**config.mk**
```make
export PLATFORM = sky130hd
export DESIGN_NAME = riscv_muldiv
export DESIGN_NICKNAME = d
export VERILOG_FILES = /design/src/rtl/riscv_pkg.sv /design/src/rtl/riscv_negate.sv /design/src/rtl/riscv_muldiv.sv
export SDC_FILE = /design/constraint.sdc
export NUM_CORES = 1
export LEC_CHECK = 0
export BUFFER_PORTS_ARGS = -buffer_cell sky130_fd_sc_hd__buf_2
export CAP_MARGIN = 20
export CELL_PAD_IN_SITES_DETAIL_PLACEMENT = 0
export CELL_PAD_IN_SITES_GLOBAL_PLACEMENT = 2
export CORE_MARGIN = 5
export CORE_UTILIZATION = 33
export CTS_BUF_LIST = sky130_fd_sc_hd__clkbuf_8
export DETAILED_ROUTE_END_ITERATION = 16
export HOLD_SLACK_MARGIN = 0.08
export PLACE_DENSITY = 0.84
export SYNTH_ARGS = -nofsm -noshare
export SYNTH_HDL_FRONTEND = slang
export SYNTH_SLANG_ARGS = --single-unit
```
**constraint.sdc**
```tcl
create_clock -name clk -period 3.64 [get_ports clk]
set_input_delay 0.182 -clock clk [delete_from_list [all_inputs] [get_ports clk]]
set_output_delay 0.182 -clock clk [all_outputs]
set_load 0.1 [all_outputs]
```
**src/rtl/riscv_pkg.sv**
```systemverilog
// rtl/riscv_pkg.sv - shared RV32M op/state types for the iterative mul/div unit
package riscv_pkg;

    typedef enum logic [2:0] {
        MUL    = 3'b000,
        MULH   = 3'b001,
        MULHSU = 3'b010,
        MULHU  = 3'b011,
        DIV    = 3'b100,
        DIVU   = 3'b101,
        REM    = 3'b110,
        REMU   = 3'b111
    } muldiv_op_e;

    typedef enum logic [1:0] {
        IDLE = 2'd0,
        RUN  = 2'd1,
        FIX  = 2'd2
    } muldiv_state_e;

    localparam logic [6:0] RV32M_FUNCT7 = 7'b0000001;

    function automatic logic op_a_signed(input muldiv_op_e op);
        return (op == MULH) || (op == MULHSU) || (op == DIV) || (op == REM);
    endfunction

    function automatic logic op_b_signed(input muldiv_op_e op);
        return (op == MULH) || (op == DIV) || (op == REM);
    endfunction

endpackage

```
**src/rtl/riscv_negate.sv**
```systemverilog
// rtl/riscv_negate.sv - conditional two's complement
module riscv_negate #(
    parameter int WIDTH = 32
) (
    input  logic             i_en,
    input  logic [WIDTH-1:0] i_data,
    output logic [WIDTH-1:0] o_data
);

    assign o_data = i_en ? (~i_data + WIDTH'(1)) : i_data;

endmodule

```
**src/rtl/riscv_muldiv.sv**
```systemverilog
// rtl/riscv_muldiv.sv - iterative RV32M multiply/divide, fixed XLEN+2 cycle latency
module riscv_muldiv
    import riscv_pkg::*;
#(
    parameter int XLEN = 32
) (
    input  logic            clk,
    input  logic            reset,
    input  logic            start,
    input  logic [2:0]      funct3,
    input  logic [XLEN-1:0] a,
    input  logic [XLEN-1:0] b,
    input  logic            flush,
    output logic            busy,
    output logic            done,
    output logic [XLEN-1:0] result
);

    localparam int CNTW = $clog2(XLEN) + 1;

    muldiv_state_e     r_state;
    muldiv_state_e     w_state_next;
    muldiv_op_e        r_op;
    logic              r_neg;
    logic              r_bzero;
    logic              r_ovf;
    logic [XLEN-1:0]   r_a_raw;
    logic [XLEN-1:0]   r_opa;
    logic [XLEN-1:0]   r_opb;
    logic [2*XLEN-1:0] r_acc;
    logic [CNTW-1:0]   r_cnt;
    logic              r_done;
    logic [XLEN-1:0]   r_result;

    muldiv_op_e        w_op;
    logic              w_sa;
    logic              w_sb;
    logic [XLEN-1:0]   w_abs_a;
    logic [XLEN-1:0]   w_abs_b;
    logic              w_last;
    logic [XLEN:0]     w_mul_sum;
    logic [XLEN:0]     w_rem_sh;
    logic [XLEN-1:0]   w_trial;
    logic              w_trial_ok;
    logic [2*XLEN-1:0] w_fix_in;
    logic [2*XLEN-1:0] w_fix;
    logic [XLEN-1:0]   w_sel;

    assign w_op   = muldiv_op_e'(funct3);
    assign w_sa   = op_a_signed(w_op) & a[XLEN-1];
    assign w_sb   = op_b_signed(w_op) & b[XLEN-1];
    assign w_last = (r_cnt == CNTW'(XLEN - 1));

    riscv_negate #(.WIDTH(XLEN)) u_neg_a (
        .i_en   (w_sa),
        .i_data (a),
        .o_data (w_abs_a)
    );

    riscv_negate #(.WIDTH(XLEN)) u_neg_b (
        .i_en   (w_sb),
        .i_data (b),
        .o_data (w_abs_b)
    );

    // Multiply: r_opa = multiplicand, r_opb = multiplier shifted right.
    // Divide:   r_opa = dividend shifted out MSB-first, r_opb = divisor,
    //           accumulator high half = remainder, low half = quotient.
    assign w_mul_sum  = {1'b0, r_acc[2*XLEN-1:XLEN]} + {1'b0, (r_opb[0] ? r_opa : '0)};
    assign w_rem_sh   = {r_acc[2*XLEN-1:XLEN], r_opa[XLEN-1]};
    assign w_trial_ok = (w_rem_sh >= {1'b0, r_opb});
    assign w_trial    = w_rem_sh[XLEN-1:0] - r_opb;

    always_comb begin
        w_fix_in = r_acc;
        if (r_op == REM || r_op == REMU) begin
            w_fix_in = {{XLEN{1'b0}}, r_acc[2*XLEN-1:XLEN]};
        end else if (r_op == DIV || r_op == DIVU) begin
            w_fix_in = {{XLEN{1'b0}}, r_acc[XLEN-1:0]};
        end
    end

    riscv_negate #(.WIDTH(2*XLEN)) u_neg_fix (
        .i_en   (r_neg),
        .i_data (w_fix_in),
        .o_data (w_fix)
    );

    always_comb begin
        w_sel = w_fix[XLEN-1:0];
        case (r_op)
            MUL:                w_sel = w_fix[XLEN-1:0];
            MULH, MULHSU, MULHU: w_sel = w_fix[2*XLEN-1:XLEN];
            DIV, DIVU: begin
                if (r_bzero)    w_sel = '1;
                else if (r_ovf) w_sel = r_a_raw;
                else            w_sel = w_fix[XLEN-1:0];
            end
            REM, REMU: begin
                if (r_bzero)    w_sel = r_a_raw;
                else if (r_ovf) w_sel = '0;
                else            w_sel = w_fix[XLEN-1:0];
            end
            default:            w_sel = w_fix[XLEN-1:0];
        endcase
    end

    always_comb begin
        w_state_next = r_state;
        case (r_state)
            IDLE:    if (start) w_state_next = RUN;
            RUN: begin
                if (flush)       w_state_next = IDLE;
                else if (w_last) w_state_next = FIX;
            end
            FIX:     w_state_next = IDLE;
            default: w_state_next = IDLE;
        endcase
    end

    always_ff @(posedge clk) begin
        if (!reset) begin
            r_state  <= IDLE;
            r_op     <= MUL;
            r_neg    <= 1'b0;
            r_bzero  <= 1'b0;
            r_ovf    <= 1'b0;
            r_a_raw  <= '0;
            r_opa    <= '0;
            r_opb    <= '0;
            r_acc    <= '0;
            r_cnt    <= '0;
            r_done   <= 1'b0;
            r_result <= '0;
        end else begin
            r_state <= w_state_next;
            r_done  <= 1'b0;
            case (r_state)
                IDLE: begin
                    if (start) begin
                        r_op    <= w_op;
                        r_neg   <= (w_op == REM || w_op == REMU) ? w_sa : (w_sa ^ w_sb);
                        r_bzero <= (b == '0);
                        r_ovf   <= (w_op == DIV || w_op == REM) &&
                                   (a == {1'b1, {(XLEN-1){1'b0}}}) && (b == '1);
                        r_a_raw <= a;
                        r_opa   <= w_abs_a;
                        r_opb   <= w_abs_b;
                        r_acc   <= '0;
                        r_cnt   <= '0;
                    end
                end
                RUN: begin
                    r_cnt <= r_cnt + CNTW'(1);
                    if (r_op == DIV || r_op == DIVU || r_op == REM || r_op == REMU) begin
                        r_acc <= {(w_trial_ok ? w_trial : w_rem_sh[XLEN-1:0]),
                                  r_acc[XLEN-2:0], w_trial_ok};
                        r_opa <= {r_opa[XLEN-2:0], 1'b0};
                    end else begin
                        r_acc <= {w_mul_sum, r_acc[XLEN-1:1]};
                        r_opb <= {1'b0, r_opb[XLEN-1:1]};
                    end
                end
                FIX: begin
                    if (!flush) begin
                        r_result <= w_sel;
                        r_done   <= 1'b1;
                    end
                end
                default: ;
            endcase
        end
    end

    assign busy   = (r_state != IDLE);
    assign done   = r_done;
    assign result = r_result;

endmodule

```
==> results of run 1 <==
==> cell type report <==
class,instances,area (um^2),area share
clock inverters,18,98.8,0.00491
inverters,67,254,0.0126
well taps,680,851,0.0422
flip-flops and latches,207,4150,0.206
multi-input cells,1965,12200,0.607
diodes,1,2.50,0.000124
clock buffers,53,729,0.0362
repair buffers,254,1830,0.0908
==> cell usage in the layout (no fill, tap or decap), types with 60 or more instances in the layout <==
| cell type | instances |
|---|---|
| o21ai_0 | 189 |
| mux2i_1 | 75 |
| a211oi_1 | 72 |
| xnor2_1 | 88 |
| xor2_1 | 70 |
| ha_1 | 70 |
| nand2_1 | 240 |
| inv_1 | 74 |
| buf_2 | 104 |
| nor3_1 | 60 |
| buf_4 | 93 |
| nor2_1 | 281 |
| a21oi_1 | 255 |
| dfxtp_1 | 204 |
==> state kept, by name (all words and copies together), names as in the netlist <==
signal and count:
r_ovf 1, result 32, r_opb 32, r_op 3, r_neg 1, done 1, r_state 2, r_a_raw 32
r_cnt 6, r_opa 32, r_bzero 1, r_acc 64
==> Yosys cell counts, types with 5 or more instances <==
master,instances
a2111oi_0,8
a211o_1,16
a211oi_1,72
a21boi_0,6
a21o_1,24
a21oi_1,258
a221oi_1,6
a22oi_1,27
a311oi_1,9
a31oi_1,56
a32oi_1,7
and2_1,40
and3_1,8
buf_1,14
buf_2,9
clkbuf_1,150
dfxtp_1,207
ha_1,70
inv_1,64
mux2i_1,75
nand2_1,241
nand2b_1,16
nand3_1,50
nand4_1,22
nand4bb_1,6
nor2_1,281
nor2b_1,9
nor3_1,61
nor4_1,16
nor4bb_1,5
o211ai_1,22
o21a_1,16
o21ai_0,189
o21ai_1,15
o21bai_1,7
o221ai_1,11
o31ai_1,36
o41ai_1,12
or3_1,22
or4_1,6
xnor2_1,88
xor2_1,70
==> where the power goes <==
group / leakage, nW / internal, mW / switching [mW]
Clock: 0.471 / 1.31 / 1.17
Combinational: 5.82 / 0.680 / 1.22
Sequential: 1.69 / 2.37 / 0.113
Total: 7.98 / 4.36 / 2.50
==> cells by family after synthesis <==
logic type / after synthesis
AOI/OAI and AO/OA: 844
xor gates and xnor gates: 158
adders and majority gates: 72
buffers and inverters: 244
DFF: 207
muxes: 78
and+or+nand+nor: 813
==> worst paths after layout <==
kind / cells past startpoint / slack (ns) / startpoint / endpoint
worst max-delay path: 14 / 0.20 / r_opa[0]$_SDFFE_PN0P_ / r_acc[55]$_SDFFE_PN0P_
worst min-delay path: 5 / 0.15 / b[1] / r_opb[1]$_SDFFE_PN0P_
worst max register to register: 14 / 0.20 / r_opa[0]$_SDFFE_PN0P_ / r_acc[55]$_SDFFE_PN0P_
worst min register to register: 2 / 0.44 / result[0]$_SDFFE_PN0P_ / result[0]$_SDFFE_PN0P_
==> timing repair <==
item | 4_1_cts | 5_1_grt
hold endpoints to repair | 68 | 0
hold buffers | 53 | 0
endpoints found under the setup margin | 0 | 2
gates resized for setup | 0 | 4
==> metal layers <==
layer,vias up,share of wire,global-route usage
met4,0,0.036,0.0885
met3,132,0.082,0.0475
li1,9043,-,-
met2,846,0.42,0.363
met5,-,0,0
met1,9125,0.46,0.359
==> through the flow <==
stage	area [um^2]	hold WS, ns
after global routing	20100	0.161
after CTS	20100	0.104
after detailed placement	18800	0.411
after floorplan	17300	0.258
final	20100	0.148
after global placement	18800	0.402
==> tightest hold or removal path: stages <==
cell	delay, ns
buf_2	0.14
inv_1	0.10
o211ai_1	0.12
o211ai_1	0.09
a21oi_1	0.07
==> impl_results.md, run 1 <==
- Endpoints failing setup: 0
- Drt wl/cell: 22.8 um
- I/O pin cnt: 105
- Longest Clk Path Bufs: 3
- Worst slew margin: 0.351
- Max stage delay cell, worst path: fa_1
- GR Util All Layers: 0.247
- Setup TNS Final: 0 ns
- Post-synth top area cell: dfxtp_1
- Die Footprint: 57000 um^2
- Routed Antenna Nets: 0
- Vias post-DR: 19146
- Post-synth EDFFs: 0
- Post-Synth Simple-Gate Area: 0.218
- CTS clk-pin slew, worst paths: 0.05 ns
- Final WS setup: 0.200 ns
- CP endpoint kind: flop
- Core box area: 51600 um^2
- CP top delay family: compound AO/OA/AOI/OAI gates
- Final core occ: 0.390
- Area delta synth->final: 16.6%
- Synth Area in Adders: 0.0530
- Initial antenna violation count: 0
- Crit path largest cell delay: 0.39 ns
- Syn Nets: 2559
- Fin cells: 3245
- RSZ-0062 raised after global routing: false
- Measured slew at the worst slew-check pin: 0.973 ns
- CP Launch Type: flop
- Die width: 239 um
- F_max: 291 MHz
- Via/cell ratio: 5.90
- Largest net degree at the start of global routing: 91
- Post-place setup slack: 0.0515 ns
- Xor and xnor area share after synthesis: 0.0801
- Dpl cells: 3120
- I/O Buffers: 104
- Number of synthesized register bits: 207
- Cell area power density: 341 nW/um^2
- Status: finished clean
- Row count: 83
- First-pass GRT wire length: 110000 um
- Peak VDD IR: 0.000246 V
- WP data required: 4.18 ns
- Share of cells above drive strength 1: 0.115
- Post-CTS Setup Bufs: 0
- Root Driver: clkbuf_8
- Final min period: 3.44 ns
- Worst EP arrival: 3.98 ns
- Sequential share of the synthesized area: 0.240
- WL final: 73900 um
- Worst path cell trace: and2_1 -> ha_1 -> inv_1 -> fa_1 -> nand2b_1 -> a21oi_2 -> o21ai_0 -> and3_2 -> o41ai_2 -> buf_4 -> mux2_2 -> a311o_1 -> a22o_1 -> a41oi_1
- Compound-Gate Fraction of Synth Area: 0.308
- CP Class: reg2reg
- Max-Cap Viols: 0
- Crit share post-route: 0.945
- DP HPWL: 55700 um
- Cell count after synthesis: 2416
- Power, Total: 6.86 mW
- Grt ovf: 0
- Skew-Pair Late Insertion Delay: 0.64 ns
- Final Skew: 0.0513 ns
- Leakage power: 7.98 nW
- Number of CTS-inserted buffers: 41
- Starting Density: 0.335
- Ys async rst share: 0
- Vias in the first global route: 17676
- Top cell type's share of synthesized area: 0.240
- Final Hold Viols: 0
- Yosys cell types: 87
- Largest family of logic cells by synthesized area: compound AO/OA/AOI/OAI gates
- Post-synthesis mux area share: 0.0454
- Synth Flop Type: dfxtp_1
- DRC violations left: 0
- H-tree levels: 2
- Largest cells by area after synthesis: dfxtp_1 24%, a21oi_1 7.5%, nor2_1 6.1%, o21ai_0 5.5%, nand2_1 5.2%
- Starting DRT DRC Count: 1996
- Crit path max fanout: 4
- Routability cong.: 0.953
- CTS tree: built
- Max-slew violation count: 0
- Fin nets: 2679
- Tightest Hold Check Type: in2reg
- Die H: 239 um
- DR pass1 iterations: 6
- Worst Path Buf+Inv: 2
- Syn Area/Cell: 7.15 um^2
- Yosys warns: 0
- Layout fillers: 5374
- Clock tree sinks: 207
- Post-Synthesis Cell Area: 17300 um^2
Note: power is estimated with default switching activity, not from simulation.
==> inputs of run 2 (changes only) <==
- SETUP_SLACK_MARGIN: not set -> 0.3
==> impl_results.md, run 2 (synthesized netlist as in run 1, its figures left out) <==
- Routed wl met3: 6480 um (was 6080 um)
- Final min period: 3.22 ns (was 3.44 ns)
- Power, Total: 7.04 mW (was 6.86 mW)
- Crit share post-route: 0.884 (was 0.945)
- Worst path cell trace: buf_6 -> a211o_1 -> a222oi_1 -> and4_1 -> nand3_4 -> buf_12 -> a2111oi_0 -> nor2_1 -> xor2_1 -> a211oi_1 -> a21oi_1 (was and2_1 -> ha_1 -> inv_1 -> fa_1 -> nand2b_1 -> a21oi_2 -> o21ai_0 -> and3_2 -> o41ai_2 -> buf_4 -> mux2_2 -> a311o_1 -> a22o_1 -> a41oi_1)
- Worst Path Buf+Inv: 2 (unchanged)
- DP HPWL: 56600 um (was 55700 um)
- Grt ovf: 0 (unchanged)
- Reg-to-reg startpoint: r_op[2]$_SDFFE_PN0P_ (was r_opa[0]$_SDFFE_PN0P_)
- Initial antenna violation count: 1 (was 0)
- Worst EP arrival: 3.79 ns (was 3.98 ns)
- Max-slew violation count: 0 (unchanged)
- Multi-input combinational cell area: 12300 um^2 (was 12200 um^2)
- Routability cong.: 0.987 (was 0.953)
- Share of cells above drive strength 1: 0.130 (was 0.115)
- Via/cell ratio: 5.89 (was 5.90)
- Status: finished clean (unchanged)
- Origin of the worst setup path: r_op[2]$_SDFFE_PN0P_ (was r_opa[0]$_SDFFE_PN0P_)
- Fin cells: 3267 (was 3245)
- I/O Buffers: 104 (unchanged)
- Longest Clk Path Bufs: 3 (unchanged)
- Layout fillers: 5467 (was 5374)
- Max-Cap Viols: 0 (unchanged)
- WL final: 74700 um (was 73900 um)
- WP data required: 4.21 ns (was 4.18 ns)
- Total area of sequential cells: 4150 um^2 (about the same)
- CP Class: reg2reg (unchanged)
- Clock tree sinks: 207 (unchanged)
- Post-DP Area: 18900 um^2 (was 18800 um^2)
- Core box area: 51600 um^2 (unchanged)
- Row count: 83 (unchanged)
- Number of CTS-inserted buffers: 42 (was 41)
- Area delta synth->final: 18.4% (was 16.6%)
- I/O pin cnt: 105 (unchanged)
- DRC violations left: 0 (unchanged)
- First-pass GRT wire length: 112000 um (was 110000 um)
- Worst slew margin: 0.420 (was 0.351)
- Finished Cell Area: 20500 um^2 (was 20100 um^2)
- Crit path max fanout: 16 (was 4)
- Skew-Pair Late Insertion Delay: 0.64 ns (about the same)
- Cell area power density: 344 nW/um^2 (was 341 nW/um^2)
- Die width: 239 um (unchanged)
- F_max: 311 MHz (was 291 MHz)
- Max FFs per register: 64 (unchanged)
- Final core occ: 0.396 (was 0.390)
- Starting Density: 0.335 (unchanged)
- Reg with most FFs: r_acc (unchanged)
- WL met2: 31600 um (was 31000 um)
- GR Util All Layers: 0.251 (was 0.247)
- Final Skew: 0.0463 ns (was 0.0513 ns)
- Setup TNS Final: 0 ns (unchanged)
- Final Hold Viols: 0 (unchanged)
- Endpoints failing setup: 0 (unchanged)
- Starting DRT DRC Count: 1878 (was 1996)
- Met1 Wirelength: 34000 um (was 34100 um)
- Vias post-DR: 19241 (was 19146)
- DR top layer: met4 (unchanged)
- Die Footprint: 57000 um^2 (unchanged)
- CP Launch Type: flop (unchanged)
- Tightest Hold Check Type: in2reg (unchanged)
- Die H: 239 um (unchanged)
- CTS tree: built (unchanged)
- Dpl cells: 3132 (was 3120)
- Commonest cells after routing, fill and taps aside: 281 x nor2_1, 255 x a21oi_1, 239 x nand2_1 (was 281 x nor2_1, 255 x a21oi_1, 240 x nand2_1)
- Leakage power: 8.17 nW (was 7.98 nW)
- Vias in the first global route: 17918 (was 17676)
- DR pass1 iterations: 6 (unchanged)
- RSZ-0062 raised after global routing: true (was false)
- Max stage delay cell, worst path: a222oi_1 (was fa_1)
- Crit path largest cell delay: 0.46 ns (was 0.39 ns)
- CTS clk-pin slew, worst paths: 0.07 ns (was 0.05 ns)
- H-tree levels: 2 (unchanged)
- CP top delay family: compound AO/OA/AOI/OAI gates (unchanged)
- Root Driver: clkbuf_8 (unchanged)
- Worst hold path startpoint: b[4] (was b[1])
- Largest net degree at the start of global routing: 71 (was 91)
- CP endpoint kind: flop (unchanged)
- Measured slew at the worst slew-check pin: 0.867 ns (was 0.973 ns)
- Most common cell after layout, fill and taps aside: nor2_1 (unchanged)
- Drt wl/cell: 22.9 um (was 22.8 um)
- Peak VDD IR: 0.000287 V (was 0.000246 V)
- Routed Antenna Nets: 0 (unchanged)
- Fin nets: 2699 (was 2679)
[run 2: cell types whose count changed in the layout (fill, tap and decap cells not counted), moves of 3 or more]
cell           change
buf_4             +18
o21ai_0            -5
o21ai_1            +5
bufinv_16          +3
clkbuf_8           -3
dlygate4sd3_1      -3
ha_1               -3
ha_2               +3
inv_1              +3
nor3_1             -3
nor3_2             +3
[run 2: final timing paths]
| path | to | slack (ns) | depth (start not counted) |
|---|---|---|---|
| setup reg to reg | result[29]$_SDFFE_PN0P_ | 0.42 | 11 |
| setup / recovery | result[29]$_SDFFE_PN0P_ | 0.42 | 11 |
| hold reg to reg | result[25]$_SDFFE_PN0P_ | 0.44 | 2 |
| hold / removal | r_opb[4]$_SDFFE_PN0P_ | 0.12 | 5 |
[run 2: per-stage QoR]
stage / hold WS, ns / setup WS (ns)
detailed placement: 0.428 / 0.112
global route: 0.130 / 0.283
global placement: 0.423 / 0.128
floorplan: 0.258 / 0.261
finish: 0.117 / 0.421
CTS: 0.0833 / 0.305
[run 2: layer usage]
| layer | track usage | up-vias |
|---|---|---|
| met4 | 0.0861 | 0 |
| met5 | 0 | - |
| met2 | 0.370 | 774 |
| met1 | 0.355 | 9233 |
| met3 | 0.0668 | 139 |
| li1 | - | 9095 |
[run 2: power breakdown]
part	switching [mW]	internal, mW	leakage (nW)	total [mW]
Clock	1.15	1.47	0.507	2.62
Combinational	1.22	0.704	5.97	1.93
Sequential	0.122	2.37	1.69	2.49
Total	2.50	4.54	8.17	7.04
[run 2: area by class of cell]
class,count,share of cell area
diodes,1,0.000122
clock buffers,50,0.0336
clock inverters,24,0.00954
inverters,67,0.0124
multi-input cells,1966,0.603
flip-flops and latches,207,0.203
well taps,680,0.0416
repair buffers,272,0.0964
[run 2: worst reg2reg max path, stage by stage (launching register included)]
cell and delay (ns):
dfxtp_4 0.40, buf_6 0.18, a211o_1 0.30, a222oi_1 0.46, and4_1 0.32, nand3_4 0.16
buf_12 0.19, a2111oi_0 0.40, nor2_1 0.10, xor2_1 0.37, a211oi_1 0.14, a21oi_1 0.15
[run 2: what timing repair did]
item                                   4_1_cts  5_1_grt
gates cloned                                 0        1
endpoints found under the hold margin       65        0
setup buffers                                2        7
setup endpoints to repair                    8       38
resized for setup                            6       30
hold buffers                                50        0
pin swaps                                    2        8
==> inputs of run 3 (changes only) <==
- ABC_AREA: not set -> 1
- CORE_UTILIZATION: 33 -> 31
==> impl_results.md, run 3 <==
- Status: finished clean (unchanged)
- Most common cell in the netlist: nand2_1 (was nor2_1)
- Layout fillers: 6537 (was 5467)
- Worst EP arrival: 3.71 ns (was 3.79 ns)
- Leakage power: 9.79 nW (was 8.17 nW)
- Die width: 252 um (was 239 um)
- Starting DRT DRC Count: 1920 (was 1878)
- H-tree levels: 2 (unchanged)
- F_max: 317 MHz (was 311 MHz)
- Crit path max fanout: 32 (was 16)
- Reg with most FFs: r_acc (unchanged)
- R2R depth: 15 (was 11)
- Post-synth EDFFs: 0 (unchanged)
- Most common cell after layout, fill and taps aside: nand2_1 (was nor2_1)
- Setup TNS Final: 0 ns (unchanged)
- Max-Cap Viols: 0 (unchanged)
- DP HPWL: 71800 um (was 56600 um)
- Syn Area/Cell: 5.94 um^2 (was 7.15 um^2)
- Yosys warns: 0 (unchanged)
- WL final: 91700 um (was 74700 um)
- I/O pin cnt: 105 (unchanged)
- I/O Buffers: 104 (unchanged)
- DRC violations left: 0 (unchanged)
- Crit share post-route: 0.866 (was 0.884)
- Largest net degree at the start of global routing: 90 (was 71)
- Cell area power density: 370 nW/um^2 (was 344 nW/um^2)
- Worst slew margin: 0.343 (was 0.420)
- Grt ovf: 0 (unchanged)
- Post-Synthesis Cell Area: 18200 um^2 (was 17300 um^2)
- Starting Density: 0.314 (was 0.335)
- Post-place setup slack: 0.200 ns (was 0.112 ns)
- Core box area: 57900 um^2 (was 51600 um^2)
- Synth Flop Type: dfxtp_1 (unchanged)
- Share of cells above drive strength 1: 0.101 (was 0.130)
- Root Driver: clkbuf_8 (unchanged)
- Die Footprint: 63600 um^2 (was 57000 um^2)
- Via/cell ratio: 5.46 (was 5.89)
- Routed Antenna Nets: 0 (unchanged)
- Die H: 252 um (was 239 um)
- Final Hold Viols: 0 (unchanged)
- Sequential share of the synthesized area: 0.228 (was 0.240)
- Max-slew violation count: 0 (unchanged)
- Post-synth top area cell: dfxtp_1 (unchanged)
- DR top layer: met5 (was met4)
- Row count: 88 (was 83)
- Final min period: 3.15 ns (was 3.22 ns)
- Cell count after synthesis: 3064 (was 2416)
- Commonest cells after routing, fill and taps aside: 811 x nand2_1, 397 x a21oi_1, 327 x inv_1 (was 281 x nor2_1, 255 x a21oi_1, 239 x nand2_1)
- Endpoints failing setup: 0 (unchanged)
- Initial antenna violation count: 3 (was 1)
- CP endpoint kind: flop (unchanged)
- Drt wl/cell: 23.0 um (was 22.9 um)
- Yosys cell types: 53 (was 87)
- Longest Clk Path Bufs: 3 (unchanged)
- Vias post-DR: 21788 (was 19241)
- Number of CTS-inserted buffers: 41 (was 42)
- DR pass1 iterations: 5 (was 6)
- Ys async rst share: 0 (unchanged)
- Routed wl met3: 6060 um (was 6480 um)
- Vias in the first global route: 20665 (was 17918)
- Power, Total: 7.81 mW (was 7.04 mW)
- CTS clk-pin slew, worst paths: 0.06 ns (was 0.07 ns)
- Tightest Hold Check Type: in2reg (unchanged)
- Top cell type's share of synthesized area: 0.228 (was 0.240)
- Max FFs per register: 64 (unchanged)
- Largest cells by area after synthesis: dfxtp_1 23%, nand2_1 17%, a21oi_1 11%, o21ai_0 7.1%, inv_1 6.5% (was dfxtp_1 24%, a21oi_1 7.5%, nor2_1 6.1%, o21ai_0 5.5%, nand2_1 5.2%)
- Syn Nets: 3207 (was 2559)
- Hold Path Stages: 3 (was 5)
- Final WS setup: 0.486 ns (was 0.421 ns)
- Worst R2R Setup Slack: 0.49 ns (was 0.42 ns)
- Final Skew: 0.0566 ns (was 0.0463 ns)
- Worst hold path startpoint: b[0] (was b[4])
- GR Util All Layers: 0.276 (was 0.251)
- RR Endpoint: result[7]$_SDFFE_PN0P_ (was result[29]$_SDFFE_PN0P_)
- Measured slew at the worst slew-check pin: 0.985 ns (was 0.867 ns)
- CTS tree: built (unchanged)
- Worst Hold Margin: 0.121 ns (was 0.117 ns)
- Peak VDD IR: 0.000201 V (was 0.000287 V)
- Area delta synth->final: 16.0% (was 18.4%)
- Top cells by instance count after synthesis: 812 x nand2_1, 398 x a21oi_1, 313 x inv_1 (was 281 x nor2_1, 258 x a21oi_1, 241 x nand2_1)
- Routability cong.: 1.04 (was 0.987)
- Reg-to-reg startpoint: r_op[2]$_SDFFE_PN0P_ (unchanged)
- WL met2: 40500 um (was 31600 um)
- Skew-Pair Late Insertion Delay: 0.63 ns (was 0.64 ns)
- Worst Hold End: r_opb[0]$_SDFFE_PN0P_ (was r_opb[4]$_SDFFE_PN0P_)
- Post-CTS Setup Bufs: 0 (was 2)
- RSZ-0062 raised after global routing: false (was true)
- Fin nets: 3341 (was 2699)
- First-pass GRT wire length: 134000 um (was 112000 um)
- Clock tree sinks: 207 (unchanged)
- Met1 Wirelength: 39900 um (was 34000 um)
- WP data required: 4.20 ns (was 4.21 ns)
- Number of synthesized register bits: 207 (unchanged)
- CP Launch Type: flop (unchanged)
- CP Class: reg2reg (unchanged)
==> run 3: report_power, final <==
part           leakage (nW)  switching (mW)  total (mW)  internal, mW
Combinational          7.62            2.00        2.85         0.848
Sequential             1.69           0.129        2.52          2.39
Clock                 0.477            1.13        2.44          1.32
==> run 3: metrics by stage <==
step / cells / utilization / instance area (um^2)
after global placement: 3857 / 0.339 / 19600
final: 3994 / 0.364 / 21100
after detailed placement: 3857 / 0.339 / 19600
after CTS: 3991 / 0.364 / 21100
after global routing: 3992 / 0.364 / 21100
after floorplan: 3064 / - / 18200
==> run 3: cells by family (layout without fill, tap and decap cells) <==
kind of cell / count (synthesis) / count (layout) / synth area share
other: 0 / 3 / 0
AND/OR/NAND/NOR: 1390 / 1390 / 0.325
AO/OA/AOI/OAI: 832 / 832 / 0.250
buffers and inverters: 470 / 632 / 0.102
XOR/XNOR: 93 / 93 / 0.0448
adder cells (fa/ha/maj): 72 / 72 / 0.0503
flip-flops: 207 / 207 / 0.228
==> run 3: what timing repair did <==
| action | CTS | global route |
|---|---|---|
| setup endpoints to repair | 2 | 11 |
| hold buffers | 63 | 0 |
| resized for setup | 1 | 11 |
| endpoints found under the hold margin | 93 | 0 |
==> run 3: worst max-delay path by stage <==
stage / from / end / slack [ns]
after detailed placement: r_opb[0]$_SDFFE_PN0P_ / r_acc[50]$_SDFFE_PN0P_ / 0.20
after global routing: r_op[2]$_SDFFE_PN0P_ / result[31]$_SDFFE_PN0P_ / 0.31
after global placement: r_opb[0]$_SDFFE_PN0P_ / r_acc[50]$_SDFFE_PN0P_ / 0.20
after floorplan: r_opb[0]$_SDFFE_PN0P_ / r_acc[49]$_SDFFE_PN0P_ / 0.69
after CTS: r_opb[0]$_SDFFE_PN0P_ / r_acc[50]$_SDFFE_PN0P_ / 0.35
final: r_op[2]$_SDFFE_PN0P_ / result[7]$_SDFFE_PN0P_ / 0.49
==> run 3: final cells by class <==
class | instances | area [um^2] | share of cell area
diodes | 3 | 7.51 | 0.000356
clock buffers | 50 | 688 | 0.0326
clock inverters | 21 | 134 | 0.00634
inverters | 326 | 1230 | 0.0581
multi-input cells | 2387 | 12200 | 0.580
flip-flops and latches | 207 | 4150 | 0.197
well taps | 765 | 957 | 0.0454
repair buffers | 235 | 1700 | 0.0805
==> run 3: critical path: stages (launching register included) <==
cell	delay [ns]
dfxtp_2	0.36
nand2_4	0.18
buf_12	0.24
o21ai_1	0.41
nand2_1	0.14
nor2_1	0.21
nand2_1	0.09
nor2_2	0.33
nand2_1	0.16
nand2_1	0.11
o21ai_1	0.09
o21ai_1	0.38
nand2_1	0.10
nand2_1	0.08
nand2_1	0.05
a21oi_1	0.11
==> run 3: layer usage <==
metal / vias up / GRT usage
li1: 10499 / -
met1: 10231 / 0.373
met2: 855 / 0.436
met3: 201 / 0.0358
met4: 2 / 0.131
met5: - / 0
